==> src/rtl/pe_output_tracker.sv <==
// pe_output_tracker
//   Tracks completion of output-stationary systolic-array blocks. Each PE
//   has one tracker slot. A block accepted at PE(0,0) travels across the
//   array as a diagonal wavefront. Every PE counts down its MAC cycles and
//   raises out_valid, with the block's absolute row, column and channel, in
//   its last MAC cycle. Several blocks can be in flight at the same time.
//
//   Optional feature: define PE_OUTPUT_TRACKER_BOUNDS_MASK_EN to gate each
//   out_valid with (base_row+i < out_rows) && (base_col+j < out_cols). When
//   it is undefined, out_rows and out_cols are ignored and writeback clips.
//
// Ports
//   clk, reset_n              clock; asynchronous active-low reset
//   mat_size                  reduction length (stable while busy)
//   out_rows, out_cols        layer output extent (bounds mask only)
//   input_valid / in_ready    block injection handshake at PE(0,0)
//   stall                     freezes all tracker state
//   pos_row, pos_col, channel block base coordinate and output channel
//   out_valid[k]              PE k result valid, k = i*COLS+j
//   out_row/out_col/out_channel[k]  absolute coordinate of PE k's block
//   busy                      any PE active

// Per-PE tracker slot: start pulse, active flag, countdown and block base.
module pe_output_tracker_pe #(
  parameter int N_BITS  = 10,
  parameter int CH_BITS = 7,
  parameter int CT_BITS = 8,
  parameter int ROW_IDX = 0,
  parameter int COL_IDX = 0
) (
  input  logic               clk,
  input  logic               reset_n,
  input  logic               stall,
  input  logic               start_in,
  input  logic [CT_BITS-1:0] c_load,
  input  logic [N_BITS-1:0]  src_row,
  input  logic [N_BITS-1:0]  src_col,
  input  logic [CH_BITS-1:0] src_ch,
  input  logic [N_BITS-1:0]  out_rows,
  input  logic [N_BITS-1:0]  out_cols,
  output logic               active,
  output logic               start,
  output logic               cnt_zero,
  output logic [N_BITS-1:0]  base_row,
  output logic [N_BITS-1:0]  base_col,
  output logic [CH_BITS-1:0] base_ch,
  output logic               out_valid,
  output logic [N_BITS-1:0]  out_row,
  output logic [N_BITS-1:0]  out_col,
  output logic [CH_BITS-1:0] out_channel
);
  localparam int NB1 = N_BITS + 1;
  localparam logic [N_BITS-1:0] ROW_OFF = N_BITS'(ROW_IDX);
  localparam logic [N_BITS-1:0] COL_OFF = N_BITS'(COL_IDX);

  logic [CT_BITS-1:0] count;
  logic               in_bounds;

  // A start landing on the same edge as the final cycle takes priority over
  // retiring the old block, which is what makes back-to-back blocks work.
  always_ff @(posedge clk or negedge reset_n) begin
    if (!reset_n) begin
      active   <= 1'b0;
      start    <= 1'b0;
      count    <= '0;
      base_row <= '0;
      base_col <= '0;
      base_ch  <= '0;
    end else if (!stall) begin
      start <= start_in;
      if (start_in) begin
        active   <= 1'b1;
        count    <= c_load;
        base_row <= src_row;
        base_col <= src_col;
        base_ch  <= src_ch;
      end else if (active) begin
        if (count != '0) count <= count - CT_BITS'(1);
        else             active <= 1'b0;
      end
    end
  end

  assign cnt_zero = (count == '0);

`ifdef PE_OUTPUT_TRACKER_BOUNDS_MASK_EN
  // Compare at one extra bit so a coordinate that wraps past 2^N_BITS is
  // still seen as out of range.
  logic [NB1-1:0] row_abs, col_abs;
  assign row_abs   = {1'b0, base_row} + NB1'(ROW_IDX);
  assign col_abs   = {1'b0, base_col} + NB1'(COL_IDX);
  assign in_bounds = (row_abs < {1'b0, out_rows}) && (col_abs < {1'b0, out_cols});
`else
  logic unused_bounds;
  assign unused_bounds = ^{out_rows, out_cols};
  assign in_bounds     = 1'b1;
`endif

  assign out_valid   = active && cnt_zero && !stall && in_bounds;
  // Coordinates read as zero while the slot is idle.
  assign out_row     = active ? base_row + ROW_OFF : '0;
  assign out_col     = active ? base_col + COL_OFF : '0;
  assign out_channel = active ? base_ch : '0;
endmodule

module pe_output_tracker #(
  parameter int ROWS           = 4,
  parameter int COLS           = 4,
  parameter int NUM_CH         = 64,
  parameter int MAX_N          = 512,
  parameter int MACS_PER_CYCLE = 4,
  parameter int CH_BITS        = $clog2(NUM_CH + 1),
  parameter int N_BITS         = $clog2(MAX_N + 1),
  parameter int CT_BITS        = $clog2((MAX_N + MACS_PER_CYCLE - 1) / MACS_PER_CYCLE + 1)
) (
  input  logic                                clk,
  input  logic                                reset_n,
  input  logic [N_BITS-1:0]                   mat_size,
  input  logic [N_BITS-1:0]                   out_rows,
  input  logic [N_BITS-1:0]                   out_cols,
  input  logic                                input_valid,
  output logic                                in_ready,
  input  logic                                stall,
  input  logic [N_BITS-1:0]                   pos_row,
  input  logic [N_BITS-1:0]                   pos_col,
  input  logic [CH_BITS-1:0]                  channel,
  output logic [ROWS*COLS-1:0]                out_valid,
  output logic [ROWS*COLS-1:0][N_BITS-1:0]    out_row,
  output logic [ROWS*COLS-1:0][N_BITS-1:0]    out_col,
  output logic [ROWS*COLS-1:0][CH_BITS-1:0]   out_channel,
  output logic                                busy
);
  localparam int NPE      = ROWS * COLS;
  localparam int NB1      = N_BITS + 1;
  localparam int LOG2_MPC = $clog2(MACS_PER_CYCLE);

  logic [NB1-1:0]                c_raw;
  logic [CT_BITS-1:0]            c_load;
  logic                          accept;
  logic [NPE-1:0]                active, start, cnt_zero, start_in;
  logic [NPE-1:0][N_BITS-1:0]    base_row, base_col, src_row, src_col;
  logic [NPE-1:0][CH_BITS-1:0]   base_ch, src_ch;

  // Counter load value is C-1, where C = max(1, ceil(mat_size/MACS_PER_CYCLE)).
  assign c_raw  = ({1'b0, mat_size} + NB1'(MACS_PER_CYCLE - 1)) >> LOG2_MPC;
  assign c_load = (c_raw == '0) ? '0 : CT_BITS'(c_raw - NB1'(1));

  // PE(0,0) can take a new block in its final cycle. With a fixed mat_size,
  // every downstream PE is already free by the time the wavefront gets there.
  assign in_ready = !stall && (!active[0] || cnt_zero[0]);
  assign accept   = input_valid && in_ready;
  assign busy     = |active;

  for (genvar k = 0; k < NPE; k++) begin : g_pe
    localparam int I = k / COLS;
    localparam int J = k % COLS;

    // Column 0 is fed from the PE above it. Every other PE is fed from its
    // left neighbour. The registered start pulse carries the wavefront.
    if (k == 0) begin : g_src
      assign start_in[k] = accept;
      assign src_row[k]  = pos_row;
      assign src_col[k]  = pos_col;
      assign src_ch[k]   = channel;
    end else if (J == 0) begin : g_src
      assign start_in[k] = start[k-COLS];
      assign src_row[k]  = base_row[k-COLS];
      assign src_col[k]  = base_col[k-COLS];
      assign src_ch[k]   = base_ch[k-COLS];
    end else begin : g_src
      assign start_in[k] = start[k-1];
      assign src_row[k]  = base_row[k-1];
      assign src_col[k]  = base_col[k-1];
      assign src_ch[k]   = base_ch[k-1];
    end

    pe_output_tracker_pe #(
      .N_BITS  (N_BITS),
      .CH_BITS (CH_BITS),
      .CT_BITS (CT_BITS),
      .ROW_IDX (I),
      .COL_IDX (J)
    ) u_pe (
      .clk         (clk),
      .reset_n     (reset_n),
      .stall       (stall),
      .start_in    (start_in[k]),
      .c_load      (c_load),
      .src_row     (src_row[k]),
      .src_col     (src_col[k]),
      .src_ch      (src_ch[k]),
      .out_rows    (out_rows),
      .out_cols    (out_cols),
      .active      (active[k]),
      .start       (start[k]),
      .cnt_zero    (cnt_zero[k]),
      .base_row    (base_row[k]),
      .base_col    (base_col[k]),
      .base_ch     (base_ch[k]),
      .out_valid   (out_valid[k]),
      .out_row     (out_row[k]),
      .out_col     (out_col[k]),
      .out_channel (out_channel[k])
    );
  end

`ifndef SYNTHESIS
  // Downstream PEs load C from mat_size as the wavefront arrives, so the
  // value must not move while any block is in flight.
  a_mat_size_stable: assert property (@(posedge clk) disable iff (!reset_n)
    busy |-> $stable(mat_size));
`endif
endmodule

==> config.mk <==
export PLATFORM = sky130hd
export DESIGN_NAME = pe_output_tracker
export DESIGN_NICKNAME = d
export VERILOG_FILES = /design/src/rtl/pe_output_tracker.sv
export SDC_FILE = /design/constraint.sdc
export NUM_CORES = 1
export LEC_CHECK = 0
export BUFFER_PORTS_ARGS = -buffer_cell sky130_fd_sc_hd__buf_2
export CAP_MARGIN = 5
export CORE_ASPECT_RATIO = 0.8
export CORE_MARGIN = 5
export CORE_UTILIZATION = 43
export CTS_BUF_LIST = sky130_fd_sc_hd__clkbuf_4 sky130_fd_sc_hd__clkbuf_8 sky130_fd_sc_hd__clkbuf_16
export DETAILED_ROUTE_END_ITERATION = 7
export GPL_ROUTABILITY_DRIVEN = 0
export GPL_TIMING_DRIVEN = 0
export PLACE_DENSITY = 0.68
export REMOVE_ABC_BUFFERS = 1
export SYNTH_ARGS = -nofsm -noshare
export SYNTH_HDL_FRONTEND = slang
export SYNTH_SLANG_ARGS = --single-unit
==> constraint.sdc <==
create_clock -name clk -period 2.1 [get_ports clk]
set_input_delay 0.105 -clock clk [delete_from_list [all_inputs] [get_ports clk]]
set_output_delay 0.105 -clock clk [all_outputs]
set_load 0.02 [all_outputs]
# Yosys cells after proc, flatten, opt, wreduce, memory -nomap -nowiden

Cells that the tools add are included.

Latch bits: 0
Output and inout bits: 450
Memories: 0
Register bits: 339
Bits in read-only memories: 0
Bits in writable memories: 0

Shifts and indexed selects: 0
Multiply operators: 0
Reduce and logical (&&, ||, !) cells: 126
Equal/unequal tests: 0
Div/mod/pow operators: 0
$lt $le $gt $ge: 0
Bitwise logic cells: 1
Muxes and demuxes: 145
Add/sub/neg operators: 42

Operators by type and width:

| cell                                                               | count |
|---|---|
| 8-bit 2-to-1 mux                                                   | 49 |
| 10-bit 2-to-1 mux                                                  | 32 |
| 10-bit by 2-bit adder with 10-bit output, second input constant    | 16 |
| 8-bit by 1-bit subtractor with 8-bit output, second input constant | 17 |
| 8-bit zero test                                                    | 16 |
| 8-bit nonzero test                                                 | 16 |
| 7-bit 2-to-1 mux                                                   | 16 |
| 10-bit by 1-bit adder with 10-bit output, second input constant    | 8 |
| 2-bit nonzero test                                                 | 32 |
| 1-bit 2-to-1 mux                                                   | 48 |
| 3-bit AND reduction                                                | 16 |
| 1-bit logical AND                                                  | 34 |
| 16-bit OR reduction                                                | 1 |
| 2-bit AND reduction                                                | 7 |
| 10-bit by 2-bit adder with 11-bit output, second input constant    | 1 |
| 11-bit zero test                                                   | 1 |
| 1-bit zero test                                                    | 2 |
| 1-bit logical OR                                                   | 1 |
| 1-bit NOT                                                          | 1 |

# Depth between registers and ports, before layout

Word-level depth: 6
Gate-level depth with buffers: 10
Gate-level depth less buffers: 9

# Modules after synthesis

A second synthesis with hierarchy kept.

Cell total of the unflattened synthesis: 3776
Area, all modules: 33063.0 µm²

Modules (own cells, without submodules):

| module                                    | area an instance (µm²) | cells an instance | instances |
|---|---|---|---|
| pe_output_tracker_pe at g_pe[12].u_pe ... | 1989.4                 | 237               | 2 |
| pe_output_tracker_pe at g_pe[15].u_pe     | 2144.6                 | 211               | 1 |
| pe_output_tracker_pe at g_pe[5].u_pe      | 2118.3                 | 256               | 1 |
| pe_output_tracker_pe at g_pe[11].u_pe     | 2115.8                 | 203               | 1 |
| pe_output_tracker_pe at g_pe[13].u_pe     | 2112.0                 | 254               | 1 |
| pe_output_tracker_pe at g_pe[7].u_pe      | 2083.2                 | 208               | 1 |
| pe_output_tracker_pe at g_pe[14].u_pe     | 2079.5                 | 252               | 1 |
| pe_output_tracker_pe at g_pe[6].u_pe      | 2072.0                 | 251               | 1 |
| pe_output_tracker_pe at g_pe[9].u_pe      | 2069.5                 | 254               | 1 |
| pe_output_tracker_pe at g_pe[10].u_pe     | 2065.7                 | 250               | 1 |
| pe_output_tracker_pe at g_pe[4].u_pe      | 2011.9                 | 235               | 1 |
| pe_output_tracker_pe at g_pe[1].u_pe      | 2009.4                 | 235               | 1 |
| pe_output_tracker_pe at g_pe[8].u_pe      | 1985.7                 | 236               | 1 |
| pe_output_tracker_pe at g_pe[2].u_pe      | 1984.4                 | 234               | 1 |
| +2 rows                                   | --                     | --                | -- |

# Worst setup path after synthesis

Ideal clock, no wire load.

Path kind: in2reg
Start: input mat_size[2]
End: register g_pe[6].u_pe.count[6]
Path slack: -0.214 ns
Path buffers: 1
Required time: 1.974 ns
Arrival: 2.188 ns
Stages on the path: 9
Path through: buf_2 > o21ai_0 > xor2_1 > ha_1 > or3b_2 > nor4_4 > nor2_1 > mux2_4 > a221o_1

Cells in the longest elaborated chain, start to end: 4
Elaborated cells on any way between the ends: 5

RTL lines:

| element                                                                         | line | source |
|---|---|---|
| start, declared                                                                 | 118  | `input logic [N_BITS-1:0] mat_size,` |
| 10-bit by 2-bit adder with 11-bit output *                                      | 145  | `assign c_raw = ({1'b0, mat_size} + NB1'(MACS_PER_CYCLE - 1)) >> LOG2_MPC;` |
| 8-bit by 1-bit subtractor with 8-bit output or 11-bit zero test (tied branches) | 146  | `assign c_load = (c_raw == '0) ? '0 : CT_BITS'(c_raw - NB1'(1));` |
| 8-bit 2-to-1 mux *                                                              | 146  |  |
| 8-bit 2-to-1 mux *                                                              | 71   | `if (start_in) begin` |
| end signal, assigned                                                            | 73   | `count <= c_load;` |
| end signal, assigned                                                            | 78   | `if (count != '0) count <= count - CT_BITS'(1);` |
| end, declared                                                                   | 56   | `logic [CT_BITS-1:0] count;` |

Mark *: on every way between the ends. The rest lies on a longest branch, timed or not.
A chain may end at the register's enable or synchronous reset.

==> flow_metrics.tcl <==
set metrics [dict create \
    grt.total_usage_pct 29.5 \
    clkTransAtPathRegs_ns 0.06 \
    p_leak_nw 15.3 \
    worst_slack_ns -0.205 \
    root_buffer "clkbuf_16" \
    grt-ovfl-total 0 \
    ys_seq_elements 339 \
    vias_per_cell 5.74 \
    crit_path_end_kind "output pin" \
    dr_total_vias 24300 \
    stdcell_area_sq_um 32100 \
    grt_pass1_wl_um 134000 \
    power_density_nw_per_um2 1250 \
    wl_per_cell_um 22.1 \
    synth.avg_cell_area_sq_um 7.86 \
    synth_flop_cell "dfrtp_1" \
    yosysWarningCount 0 \
    syn_inst 2863 \
    cap_viol_max_count 0 \
    tightest_slew_ns 1.06 \
    violations "negative setup slack" \
    ir_drop_mv 0.551 \
    outcome "finished, violations left" \
    std_cell_rows 75 \
    detailed_place_hpwl_um 53700 \
    cpMaxStageDelayCell "dfrtp_2" \
    clk_latency_ns 0.54 \
    finalSetupViolations 79 \
    r2r_cells 10 \
    nets 3614 \
    crit_top_cell "and3_4" \
    grt_max_degree 118 \
    timing.final.crit_share_pct 110 \
    synthArstFlopShare_pct 100 \
    postPlaceCellArea_sq_um 25300 \
    synth_top_area_share_pct 37.7 \
    max_stage_delay_ns 0.43 \
    antenna_left 0 \
    clock_sinks 339 \
    io_pins 511 \
    ys_types 66 \
    hold_viol 0 \
    min-delay-path-class "in2reg" \
    antenna_found_initial 8 \
    syn_area_sq_um 22500 \
    startpoint_type "register" \
    crit_chain "ha_4 -> and3_4 -> and3_4 -> nand4_1 -> xnor2_1 -> and2_1 -> buf_6" \
    r2r_setup_slack_ns -0.12 \
    tritoncts "yes" \
    grt_setup_unrepaired "true" \
    crit_type "reg2out" \
    ys_seq_area_share_pct 37.7 \
    synth.area.top_cells "dfrtp_1, nand2_1, and2_1, xnor2_1, o21ai_0" \
    worstPathArrival_ns 2.20 \
    start_util_pct 43.2 \
    synth_top_cell_by_area "dfrtp_1" \
    slew_headroom_pct 29.4 \
    stdcell_count 4229 \
    r2r_start "g_pe[0].u_pe.count[1]" \
    die_h_um 215 \
    slew_viol_final 0 \
    grt_pass1_vias 22600 \
    clockBufferDepth 3 \
    dp_cells 3848 \
    critPathMaxFanout 4 \
    numCtsBuffers 37 \
    min_to "g_pe[7].u_pe.active" \
    synthToLayoutAreaGrowth_pct 42.5 \
    synth_edf_count 0 \
    core-area_sq_um 52100 \
    clock.fmax_mhz 434 \
    die_w_um 266 \
    hold_depth 3 \
    drtIter0Drc 2539 \
    required_ns 2.00 \
    drc_errors 0 \
    portBuffers 490 \
    htreeDepth 2 \
    drive_gt1_share_pct 37.1 \
    period_needed_ns 2.31 \
    die_area_sq_um 57000 \
    dr.pass1.iters 6 \
    worstReg2RegEnd "g_pe[0].u_pe.base_row[8]" \
    wl_um 93300 \
    skew_ns 0.0183 \
    worstHoldStart "stall" \
]
-- cell type report --
type	instances	area (sq um)
repair inverters	1	7.51
fillers	4321	20000
clock inverters	15	176
well taps	693	867
clock buffers	50	1070
inverters	73	298
flip-flops and latches	339	8660
multi-input cells	2247	14900
repair buffers	806	6030
diodes	5	12.5
-- how the worst max path moves through the flow --
stage / start / to / depth (start not counted)
final: g_pe[5].u_pe.base_row[2] / out_row[59] / 7
after global routing: g_pe[5].u_pe.base_row[2] / out_row[59] / 7
after CTS: g_pe[11].u_pe.base_row[1] / out_row[147] / 7
after detailed placement: mat_size[0] / g_pe[5].u_pe.count[6] / 10
after global placement: reset_n / g_pe[0].u_pe.base_col[2] / 1
after floorplan: g_pe[8].u_pe.start / g_pe[9].u_pe.count[4] / 4
-- through the flow --
stage / setup slack [ns] / utilization (%) / TNS, ns / hold WS [ns] / power, mW
after floorplan: -1.62 / - / -167.07 / -0.191 / 21.1
after global placement: -5.87 / 47.9 / -2670.30 / 0.298 / 26.8
after detailed placement: -1.71 / 48.6 / -283.44 / 0.260 / 27.2
after CTS: -0.196 / 57.4 / -2.82 / 0.105 / 37.6
after global routing: -0.239 / 61.5 / -11.77 / 0.115 / 42.3
final: -0.205 / 61.6 / -5.31 / 0.0914 / 40.2
-- cells in the final DEF (no fill, tap or decap), drive strengths merged, types with 28 or more instances in the layout --
cell type,Yosys,routed
buf,42,775
nand2,725,725
and2,351,351
dfrtp,339,339
o21ai,141,141
xnor2,112,112
a21oi,86,86
nor2,79,81
nand3,80,81
or3,72,72
inv,73,70
nor2b,56,56
clkbuf,169,53
a21boi,51,51
ha,48,48
nor3,44,44
o211ai,41,41
nand2b,31,33
a221o,28,28
dlygate4sd3,0,28
xor2,28,28
-- logic make-up after synthesis --
group                    after synthesis  share of synthesized area [%]
AND/OR/NAND/NOR                     1579                           34.9
AO/OA/AOI/OAI                        451                           13.1
flip-flops                           339                           37.7
buffers and inverters                284                           5.07
XOR/XNOR                             140                           5.45
adder cells (fa/ha/maj)               48                           2.67
multiplexers                          22                           1.06
-- metal layers --
layer | wire [um] | vias up | global-route usage [%]
met5 | 13 | - | 0
met4 | 3930 | 2 | 11.4
met3 | 9800 | 250 | 8.04
met2 | 41800 | 1333 | 44.9
met1 | 37800 | 11800 | 40.2
li1 | - | 10900 | -
-- report_power, final --
group | internal, mW | switching, mW
combinational | 9.01 | 11.1
sequential | 9.01 | 4.26
clock | 3.98 | 2.88
-- critical path, delay by kind of cell (launching register included) --
kind | cells | cell delay, ns
simple gates | 4 | 0.73
flops | 1 | 0.43
fa+ha+maj | 1 | 0.15
xor+xnor | 1 | 0.22
buf+inv | 1 | 0.12
-- state kept, by name (all words and copies together), names as in the netlist --
name	count
g_pe.u_pe.base_row	70
g_pe.u_pe.base_ch	49
g_pe.u_pe.start	6
g_pe.u_pe.count	128
g_pe.u_pe.base_col	70
g_pe.u_pe.active	16
-- synth_stat cells (48+ instances only) --
master and count:
o21ai_0 139, nand3_1 80, a21boi_0 51, xnor2_1 112, clkbuf_1 169, and2_1 351
or3_1 72, a21oi_1 86, nor2_1 79, ha_1 48, inv_1 73, dfrtp_1 339
nor2b_1 56, nand2_1 725
-- timing repair --
| action | 4_1_cts | 5_1_grt |
|---|---|---|
| hold buffers | 28 | 0 |
| resized for setup | 451 | 374 |
| cloned | 5 | 6 |
| setup endpoints to repair | 696 | 260 |
| endpoints found under the hold margin | 135 | 0 |
| buffers inserted | 184 | 92 |
| pin swaps | 88 | 145 |
(Power assumes the default switching activity.)
